--- src/rtl/pcode_ctrl.sv ---
// pcode_ctrl
// Sequences one P-code generation job at a time: accepts a job request,
// retunes the external code generator to the requested satellite, paces
// chip requests with a programmable divider, packs the sampled chips into
// WORD_WIDTH-bit words and hands them out through a valid/ready port.
//
// Ports
//   clk, reset_n          clock, asynchronous active-low reset
//   cfg_valid/cfg_ready   job request handshake (ready only while idle)
//   cfg_sat               satellite number for the job
//   cfg_num_chips         number of chips to produce (0 = empty job)
//   cfg_clk_div           clock cycles per chip minus one
//   abort                 cancel the running job, discard pending data
//   pc_sat                satellite number driven to the generator
//   pc_prn_changed        tells the generator to reload for pc_sat
//   pc_en                 advance the generator by one chip
//   pc_preg               current chip from the generator
//   word_valid/word_ready output word handshake
//   word_data             packed chips, most recent chip at bit 0
//   word_last             marks the word holding the job's final chip
//   busy                  a job is in progress
//   done                  one-cycle pulse when a job finishes normally
module pcode_ctrl #(
    parameter int SAT_WIDTH      = 6,
    parameter int CHIP_CNT_WIDTH = 24,
    parameter int DIV_WIDTH      = 8,
    parameter int WORD_WIDTH     = 32
) (
    input  logic                      clk,
    input  logic                      reset_n,
    input  logic                      cfg_valid,
    output logic                      cfg_ready,
    input  logic [SAT_WIDTH-1:0]      cfg_sat,
    input  logic [CHIP_CNT_WIDTH-1:0] cfg_num_chips,
    input  logic [DIV_WIDTH-1:0]      cfg_clk_div,
    input  logic                      abort,
    output logic [SAT_WIDTH-1:0]      pc_sat,
    output logic                      pc_prn_changed,
    output logic                      pc_en,
    input  logic                      pc_preg,
    output logic                      word_valid,
    input  logic                      word_ready,
    output logic [WORD_WIDTH-1:0]     word_data,
    output logic                      word_last,
    output logic                      busy,
    output logic                      done
);

    localparam int CNT_WIDTH = $clog2(WORD_WIDTH + 1);

    localparam logic [1:0] IDLE  = 2'd0;
    localparam logic [1:0] LOAD  = 2'd1;
    localparam logic [1:0] RUN   = 2'd2;
    localparam logic [1:0] FLUSH = 2'd3;

    logic [1:0]                rstSync_q;
    logic                      rstInt_n;

    logic [1:0]                state_q,    state_d;
    logic [SAT_WIDTH-1:0]      sat_q,      sat_d;
    logic [CHIP_CNT_WIDTH-1:0] remChips_q, remChips_d;
    logic [DIV_WIDTH-1:0]      clkDiv_q,   clkDiv_d;
    logic [DIV_WIDTH-1:0]      div_q,      div_d;
    logic [WORD_WIDTH-1:0]     asm_q,      asm_d;
    logic [CNT_WIDTH-1:0]      asmCnt_q,   asmCnt_d;
    logic [WORD_WIDTH-1:0]     wordData_q, wordData_d;
    logic                      wordValid_q, wordValid_d;
    logic                      wordLast_q,  wordLast_d;

    logic                      slot;
    logic                      finalChip;
    logic                      completes;
    logic                      outBlocked;
    logic                      accept;
    logic                      abortNow;
    logic [WORD_WIDTH-1:0]     asmNext;

    // Reset asserts immediately but releases only after two clock edges,
    // so no state register leaves reset on a partial clock cycle.
    always_ff @(posedge clk or negedge reset_n) begin
        if (!reset_n) begin
            rstSync_q <= 2'b00;
        end else begin
            rstSync_q <= {rstSync_q[0], 1'b1};
        end
    end

    assign rstInt_n = rstSync_q[1];

    assign slot       = (state_q == RUN) && (div_q == clkDiv_q);
    assign finalChip  = (remChips_q == CHIP_CNT_WIDTH'(1));
    assign completes  = finalChip || (asmCnt_q == CNT_WIDTH'(WORD_WIDTH - 1));
    // Taking a word-completing chip needs the output register free now.
    assign outBlocked = wordValid_q && !word_ready;
    assign accept     = wordValid_q && word_ready;
    assign abortNow   = abort && (state_q != IDLE);
    assign asmNext    = {asm_q[WORD_WIDTH-2:0], pc_preg};

    // Next-state logic for the job FSM, chip pacing, word assembly and
    // the output register. Abort is applied last so it overrides every
    // other update made in the same cycle.
    always_comb begin
        state_d     = state_q;
        sat_d       = sat_q;
        remChips_d  = remChips_q;
        clkDiv_d    = clkDiv_q;
        div_d       = div_q;
        asm_d       = asm_q;
        asmCnt_d    = asmCnt_q;
        wordData_d  = wordData_q;
        wordValid_d = wordValid_q;
        wordLast_d  = wordLast_q;
        pc_en       = 1'b0;
        done        = 1'b0;

        if (accept) begin
            wordValid_d = 1'b0;
            wordLast_d  = 1'b0;
        end

        case (state_q)
            IDLE: begin
                if (cfg_valid) begin
                    sat_d      = cfg_sat;
                    remChips_d = cfg_num_chips;
                    clkDiv_d   = cfg_clk_div;
                    div_d      = '0;
                    asm_d      = '0;
                    asmCnt_d   = '0;
                    state_d    = LOAD;
                end
            end
            LOAD: begin
                div_d = '0;
                if (remChips_q == '0) begin
                    done    = 1'b1;
                    state_d = IDLE;
                end else begin
                    state_d = RUN;
                end
            end
            RUN: begin
                if (slot) begin
                    if (completes && outBlocked) begin
                        // Park on the slot until the output register frees.
                        div_d = div_q;
                    end else begin
                        pc_en      = 1'b1;
                        div_d      = '0;
                        remChips_d = remChips_q - CHIP_CNT_WIDTH'(1);
                        if (completes) begin
                            wordData_d  = asmNext;
                            wordValid_d = 1'b1;
                            wordLast_d  = finalChip;
                            asm_d       = '0;
                            asmCnt_d    = '0;
                        end else begin
                            asm_d    = asmNext;
                            asmCnt_d = asmCnt_q + CNT_WIDTH'(1);
                        end
                        if (finalChip) begin
                            state_d = FLUSH;
                        end
                    end
                end else begin
                    div_d = div_q + DIV_WIDTH'(1);
                end
            end
            FLUSH: begin
                // Only the last word can be pending here.
                if (accept) begin
                    done    = 1'b1;
                    state_d = IDLE;
                end
            end
            default: begin
                state_d = IDLE;
            end
        endcase

        if (abortNow) begin
            state_d     = IDLE;
            pc_en       = 1'b0;
            done        = 1'b0;
            remChips_d  = '0;
            div_d       = '0;
            asm_d       = '0;
            asmCnt_d    = '0;
            wordValid_d = 1'b0;
            wordLast_d  = 1'b0;
        end
    end

    // State registers, all cleared by the synchronised internal reset.
    always_ff @(posedge clk or negedge rstInt_n) begin
        if (!rstInt_n) begin
            state_q     <= IDLE;
            sat_q       <= '0;
            remChips_q  <= '0;
            clkDiv_q    <= '0;
            div_q       <= '0;
            asm_q       <= '0;
            asmCnt_q    <= '0;
            wordData_q  <= '0;
            wordValid_q <= 1'b0;
            wordLast_q  <= 1'b0;
        end else begin
            state_q     <= state_d;
            sat_q       <= sat_d;
            remChips_q  <= remChips_d;
            clkDiv_q    <= clkDiv_d;
            div_q       <= div_d;
            asm_q       <= asm_d;
            asmCnt_q    <= asmCnt_d;
            wordData_q  <= wordData_d;
            wordValid_q <= wordValid_d;
            wordLast_q  <= wordLast_d;
        end
    end

    assign cfg_ready      = (state_q == IDLE);
    assign busy           = (state_q != IDLE);
    // The generator reloads when a job starts and when one is abandoned.
    assign pc_prn_changed = (state_q == LOAD) || abortNow;
    assign pc_sat         = sat_q;
    assign word_valid     = wordValid_q;
    assign word_data      = wordData_q;
    assign word_last      = wordLast_q;

endmodule

--- config.mk ---
export PLATFORM = sky130hd
export DESIGN_NAME = pcode_ctrl
export DESIGN_NICKNAME = d
export VERILOG_FILES = /design/src/rtl/pcode_ctrl.sv
export SDC_FILE = /design/constraint.sdc
export NUM_CORES = 1
export LEC_CHECK = 0
export CORE_UTILIZATION = 38
export DETAILED_ROUTE_END_ITERATION = 12
export PLACE_DENSITY = 0.64
export SYNTH_ARGS = -nofsm -noshare
export SYNTH_HDL_FRONTEND = slang
export SYNTH_SLANG_ARGS = --single-unit
--- constraint.sdc ---
create_clock -name clk -period 4.5 [get_ports clk]
set_input_delay 0.9 -clock clk [delete_from_list [all_inputs] [get_ports clk]]
set_output_delay 0.9 -clock clk [all_outputs]
set_load 0.005 [all_outputs]
# Word-level counts from Yosys, hierarchy flattened
# Index checks and enable logic that the tools add are counted.
# W data, S select, Z words.
[word_totals]
reg_bits = 121
in_bits = 44
output_inout_bits = 45
[op_classes]
n_addsub = 3
eq_ne = 12
mux = 50
bitwise_logic = 1
reduce_logical = 18
[op_table]
columns = ["cell", "n"]
rows = [
  ["$mux W31", 5],
  ["$mux W24", 4],
  ["$pmux W31 S2", 1],
  ["$pmux W24 S2", 1],
  ["$mux W8", 4],
  ["$mux W6", 5],
  ["$eq A24 B1 Y1 const B", 1],
  ["$logic_not A24 Y1", 1],
  ["$pmux W8 S3", 1],
  ["$sub A24 B1 Y24 const B", 1],
  ["$mux W1", 19],
  ["$mux W2", 7],
  ["$ne A3 B3 Y1 const B", 4],
  ["$pmux W6 S2", 1],
  ["$add A8 B1 Y8 const B", 1],
  ["$eq A8 B8 Y1", 1],
  ["$pmux W2 S4", 1],
  ["$reduce_and A4 Y1", 2],
  ["$add A6 B1 Y6 const B", 1],
  ["$eq A6 B5 Y1 const B", 1],
  ["$logic_and A1 B1 Y1", 5],
  ["$reduce_and A5 Y1", 1],
  ["$eq A2 B2 Y1 const B", 2],
  ["$ne A4 B4 Y1 const B", 1],
  ["12 further kinds", 13],
]

# Depth between registers and ports, before layout
# Gate-level depths: netlist of run 1.
[logic_depth]
word_depth = 7
depth_mapped = 11
depth_no_buf = 8

# Least setup slack after synthesis of run 1
# No wires, ideal clock.
[synth_path]
path_kind = "input -> output"
from = "in word_ready"
to = "out pc_en"
arrival_time_ps = 1663
required_time_ps = 3600
slack_ps = 1937
cell_stages = 4
n_path_buf = 0
cell_sequence = "nor2b_1 > nand4_1 > o221ai_1 > nor2_1"
[synth_via]
elab_chain_len = 7
[synth_rtl]
columns = ["element", "line_no", "text"]
rows = [
  ["from (decl)", "42", "input logic word_ready,"],
  ["$logic_not A1 Y1", "94", "assign outBlocked = wordValid_q && !word_ready;"],
  ["$logic_and A1 B1 Y1", "94", ""],
  ["$logic_and A1 B1 Y1", "144", "if (completes && outBlocked) begin"],
  ["$mux W1", "144", ""],
  ["$mux W1", "143", "if (slot) begin"],
  ["$mux W1", "121", "case (state_q)"],
  ["$mux W1", "181", "if (abortNow) begin"],
  ["to (decl)", "39", "output logic pc_en,"],
]
# Every way passes these cells.

# Worst setup path in the final report of run 1
# Same ends and word-level chain as after synthesis.

==> out/metrics.cfg, run 1 <==
[layout]
finalNetCount=736
fin_area_sq_um=7620
drive_above_1_share_pct=9.83
areaGrowthSynthToFinish_pct=27.5
insertedDiodeCount=0

[grt]
track_usage_pct=19.0
overflow=0
antenna_found_initial=0
grt_pass1_vias=4860
grt_pass1_wl_um=24200
grt_max_degree=53

[critical_path]
cp.required_ns=3.60
crit_type=input port to primary output
r2r-start=remChips_q[6]$_DFFE_PN0P_
cp.arrival_ns=2.81
end_kind=primary output
startpoint=word_ready
critPathMaxFanout=5
startpoint_type=input port
reg2reg_slack_ns=1.56

[placed_design]
place_area_sq_um=7050
dp_hpwl_um=9650
portBuffers=88
gp_congestion=0.855

[floorplan]
die_area_sq_um=16200
start_util_pct=39.2
num_rows=45
core-area_sq_um=15300
dieHeight_um=127
die_w_um=127
io_pins=89

[timing]
finalCritPeriodShare_pct=82.4
setup-violations-final=0
max_slew_margin_pct=42.4
totalNegativeSetupSlack_ns=0
slew_violations=0
tightest_slew_ns=0.862
hold_viol_final=0
min_period_ns=3.71
fin_hold_ws_ns=0.224
max_freq_mhz=270
skew_ns=0.00881
rsz0062_at_grt=false

[clocking]
cts_resized=0
cts.path.max_buffers=2
cts_num_sinks=121
htree_levels=4
cts_tree=done
clk_pin_slew_ns=0.05
postCtsSetupBuffers=0
postCtsHoldBufs=0
root_buffer=clkbuf_16
clk_latency_ns=0.41
cts_inserted_buffers=17

[drt]
drc=0
routedWlPerCell_um=16.0
vias=4909
postRouteWirelength_um=14500
ant_nets=0
drtIter0Drc=350
first_pass_iters=5
via_per_inst=5.44

[power_and_ir_drop]
vdd_drop_max_mv=0.311
powerDensity_nw_per_um2=565
p_leak_nw=3.27
fin_total_pwr_mw=4.31

[flow_run]
maxCapViolCount=0

[synthesis]
syn_area_per_cell_sq_um=9.98
yosysWarnings=0
syn_inst=599
ys_seq_area_share_pct=50.6
synthArstFlopShare_pct=100
synth_area_sq_um=5980
ys.flop_type=dfrtp_1
synth_seq_cells=121
post_synth_num_cell_types=52
synth_edf_count=0
syn_nets=653

[min_path]
holdCritPathClass=register to asynchronous set/reset pin

[status]
status=complete, no violations

-- where the power goes --
group	switching (mW)	internal [mW]	total (mW)
combinational	0.926	0.566	1.49
sequential	0.199	1.28	1.48
clock	0.466	0.871	1.34
total	1.59	2.72	4.31
-- final cells by class --
class	instances	area [sq um]
Multi-Input combinational cell	431	2740
Clock buffer	20	447
Tap cell	211	264
Inverter	13	48.8
Fill cell	1400	7640
Clock inverter	9	126
Sequential cell	121	3030
Timing Repair Buffer	98	968
-- critical path, stage by stage --
cell	delay (ns)
clkdlybuf4s50_1	0.48
nor2b_1	0.47
nand4_1	0.15
o221ai_1	0.26
nor2_1	0.08
clkdlybuf4s50_1	0.47
-- flip-flops by register name, indices dropped and copies added, names as in the netlist, 2 cells and up --
| register | count |
|---|---|
| rstSync_q | 2 |
| clkDiv_q | 8 |
| state_q | 2 |
| div_q | 8 |
| remChips_q | 24 |
| asm_q | 31 |
| word_data | 32 |
| asmCnt_q | 6 |
| pc_sat | 6 |
-- cell usage after synthesis (2+ instances only) --
cell type  count  area, sq um
a21oi_1       25          125
inv_1         13         48.8
nand2b_1       3         18.8
and3_1        11         68.8
ha_1          10          125
o2bb2ai_1      2         17.5
mux2_2        17          191
a31oi_1        3         18.8
nor4_2         2         25.0
nor2_1        42          158
mux2_1        30          338
o311ai_0       2         17.5
nand2_1       60          225
o211ai_1       5         37.5
o31ai_1       26          195
mux2i_1        2         20.0
nor3b_1        2         15.0
a22oi_1        3         22.5
and2_1         3         18.8
a32oi_1        3         26.3
nand4_1       12         75.1
xnor2_1        8         70.1
nor3_1        17         85.1
or3_1          4         25.0
o21ai_0       95          475
o22ai_1        5         31.3
clkbuf_2       3         15.0
dfrtp_1      121         3030
clkbuf_1      17         63.8
buf_6          4         45.0
a211oi_1       3         22.5
nor2b_1        4         25.0
buf_2          9         45.0
nor4_1         5         31.3
nand3_1       11         55.1
-- path summary, 6_finish.rpt --
path                                        endpoint  cells after the start
max in group asynchronous       asm_q[5]$_DFFE_PN0P_                      1
min reg2reg                    pc_sat[3]$_DFFE_PN0P_                      0
min in group clk              rstSync_q[1]$_DFF_PN0_                      0
max                                            pc_en                      6
max reg2reg                remChips_q[9]$_DFFE_PN0P_                      7
min                            pc_sat[3]$_DFFE_PN0P_                      0
-- kinds of logic (layout without fill, tap and decap cells) --
kind of cell | Yosys count | count (layout) | share of synthesized area [%]
compound gates | 181 | 181 | 17.9
xor+xnor | 8 | 8 | 1.17
fa+ha+maj | 10 | 10 | 2.09
buf+inv | 47 | 140 | 3.77
flops | 121 | 121 | 50.6
mux | 49 | 49 | 9.19
other cells | 1 | 1 | 0.0627
simple gates | 182 | 182 | 15.1
-- metal layers --
metal | global-route usage, % | wire [um]
met2 | 29.7 | 6690
met1 | 25.0 | 6790
met3 | 5.70 | 821
met4 | 6.51 | 163
met5 | 0 | 0
-- through the flow --
stage               setup WS [ns]  util [%]  cells
CTS                         0.781      50.0    903
global placement            0.815      46.2    874
floorplan                   0.879         -    599
global route                0.633      50.0    903
detailed placement          0.793      46.2    874
finish                      0.791      50.0    903
-- placed cells by master, fill, tap and decap left out, drive strengths merged, types with 8 or more instances in the layout --
master / count
buf: 10
inv: 13
nand4: 13
nand3: 11
a21oi: 25
nand2: 60
o31ai: 27
and3: 11
nor4: 8
nor3: 17
nor2: 43
xnor2: 8
o21ai: 96
ha: 10
clkdlybuf4s50: 88
clkbuf: 20
mux2: 47
dfrtp: 121
(Power assumes the default switching activity.)
==> run 2, diff against run 1 <==
Settings changed: PLACE_DENSITY 0.64 to 0.67.
Clock period 4.5 ns to 3.3 ns, I/O delays scaled along.
==> run 2 against run 1 <==
Compared with the run above:
- core utilization up 0.85 points
- critical path depth unchanged
- routed wire length down 0.82%
- clock skew down 0.0012 ns
- die area unchanged
- clock power up 34%
- final cell count up 1.3%
- design area up 1.7%
- sequential power up 38%
- register-to-register slack worse by 0.94 ns
- via count up 2.2%
- combinational power up 42%
- critical endpoint is now done
- largest cell class unchanged
==> out/metrics.cfg, run 2 (synthesis results as in run 1) <==
[status]
status=complete, no violations

[timing]
min_period_ns=3.16
finalCritPeriodShare_pct=95.8
finalWorstSetupSlack_ns=0.140
slew_violations=0
tightest_slew_ns=0.775
hold_viol_final=0
totalNegativeSetupSlack_ns=0
rsz0062_at_grt=false
skew_ns=0.00760
max_freq_mhz=316
max_slew_margin_pct=47.9
setup-violations-final=0

[power_and_ir_drop]
powerDensity_nw_per_um2=767
vdd_drop_max_mv=0.460
p_leak_nw=3.32
fin_total_pwr_mw=5.95

[layout]
insertedDiodeCount=0
final_common_cell=dfrtp_1
drive_above_1_share_pct=12.2
final_util_pct=50.8
layout_common_cells=dfrtp_1 (120), o21ai_0 (95), clkdlybuf4s50_1 (88)
largest_register_ffs=32
n_fill_cell=1368
fin_area_sq_um=7750
areaGrowthSynthToFinish_pct=29.7
finalNetCount=745

[critical_path]
cp.depth=6
r2r-start=remChips_q[16]$_DFFE_PN0P_
max_stage_delay_ns=0.53
end_kind=primary output
cp.required_ns=2.64
critPathMaxFanout=6
r2r_cells=6
reg2reg_slack_ns=0.62
cp.arrival_ns=2.50
startpoint_type=register
cp_slowest_cell=clkdlybuf4s50_1
critPathBufInv=1
r2r-end=word_data[4]$_DFFE_PN0P_
startpoint=remChips_q[16]$_DFFE_PN0P_
crit_chain=nor4_4 -> nand4_2 -> nor2_2 -> nand3_1 -> a21oi_1 -> clkdlybuf4s50_1
crit_type=register to primary output
cp_top_family=simple AND/OR/NAND/NOR gates

[grt]
grt_pass1_vias=4917
grt_max_degree=62
overflow=0
antenna_found_initial=0
track_usage_pct=18.8
grt_pass1_wl_um=24100

[placed_design]
dp_hpwl_um=9710
dp_slack_ns=0.349
place_area_sq_um=7130
gp_congestion=0.892
portBuffers=88

[drt]
ant_nets=0
wl_met1_um=6490
routedWlPerCell_um=15.7
wl_met2_um=6830
first_pass_iters=5
drtIter0Drc=352
vias=5015
dr_wl_met3_um=800
routed.top_layer=met4
drc=0
via_per_inst=5.48
postRouteWirelength_um=14300

[flow_run]
maxCapViolCount=0

[min_path]
holdCritPathClass=register to asynchronous set/reset pin

[clocking]
root_buffer=clkbuf_16
cts_inserted_buffers=17
cts_tree=done
postCtsSetupBuffers=0
htree_levels=4
cts_num_sinks=121
cts.path.max_buffers=2
clk_pin_slew_ns=0.06
clk_latency_ns=0.41

[floorplan]
num_rows=45
die_w_um=127
core-area_sq_um=15300
die_area_sq_um=16200
start_util_pct=39.2
dieHeight_um=127
io_pins=89

==> run 2: per-stage QoR <==
stage,hold WS (ns),cells
finish,0.194,915
global route,0.217,915
CTS,0.201,915
detailed placement,0.196,883
global placement,0.195,883
floorplan,0.331,599
==> run 2: where the power goes <==
group / total, mW / switching [mW] / internal (mW)
registers: 2.04 / 0.294 / 1.74
clock network: 1.79 / 0.676 / 1.11
logic: 2.12 / 1.28 / 0.840
==> run 2: cell type report <==
cell class	count	area (sq um)	area share, %
Sequential cell	121	3030	39.1
Multi-Input combinational cell	431	2780	35.9
Clock inverter	14	150	1.94
Tap cell	211	264	3.41
Clock buffer	18	429	5.54
Timing Repair Buffer	107	1050	13.5
Inverter	13	48.8	0.629
==> run 2: timing repair <==
item,in CTS,in global routing
hold buffers,0,0
setup endpoints to repair,1,2
pin swaps,0,1
gates resized for setup,1,7
endpoints found under the hold margin,0,0
==> run 2: layer usage <==
metal,vias up,global-route usage (%)
li1,2364,-
met1,2445,24.7
met2,177,30.0
met3,29,4.82
met4,0,7.07
met5,-,0
==> run 2: worst register-to-register path, cell delays in order (launching register included) <==
cell and delay, ns:
dfrtp_1 0.46, nor4_4 0.42, nand4_2 0.23, o31a_1 0.32
or2_4 0.27, nor2_8 0.46, mux2_2 0.42
==> run 2: worst max path at each step <==
stage | to | slack, ns
3_3_place_gp | asmCnt_q[5]$_DFFE_PN0P_ | 0.40
2_1_floorplan | word_data[0]$_DFFE_PN0P_ | 0.99
3_5_place_dp | asmCnt_q[3]$_DFFE_PN0P_ | 0.35
4_1_cts | done | 0.02
5_1_grt | done | 0.03
6_report | done | 0.14
==> run 3, diff against run 2 <==
Settings changed: CTS_CLUSTER_DIAMETER from default to 50, SLEW_MARGIN from default to 20.
==> results of run 3 <==
Same layout as run 2: the final DEF is identical, and so are final timing and power.
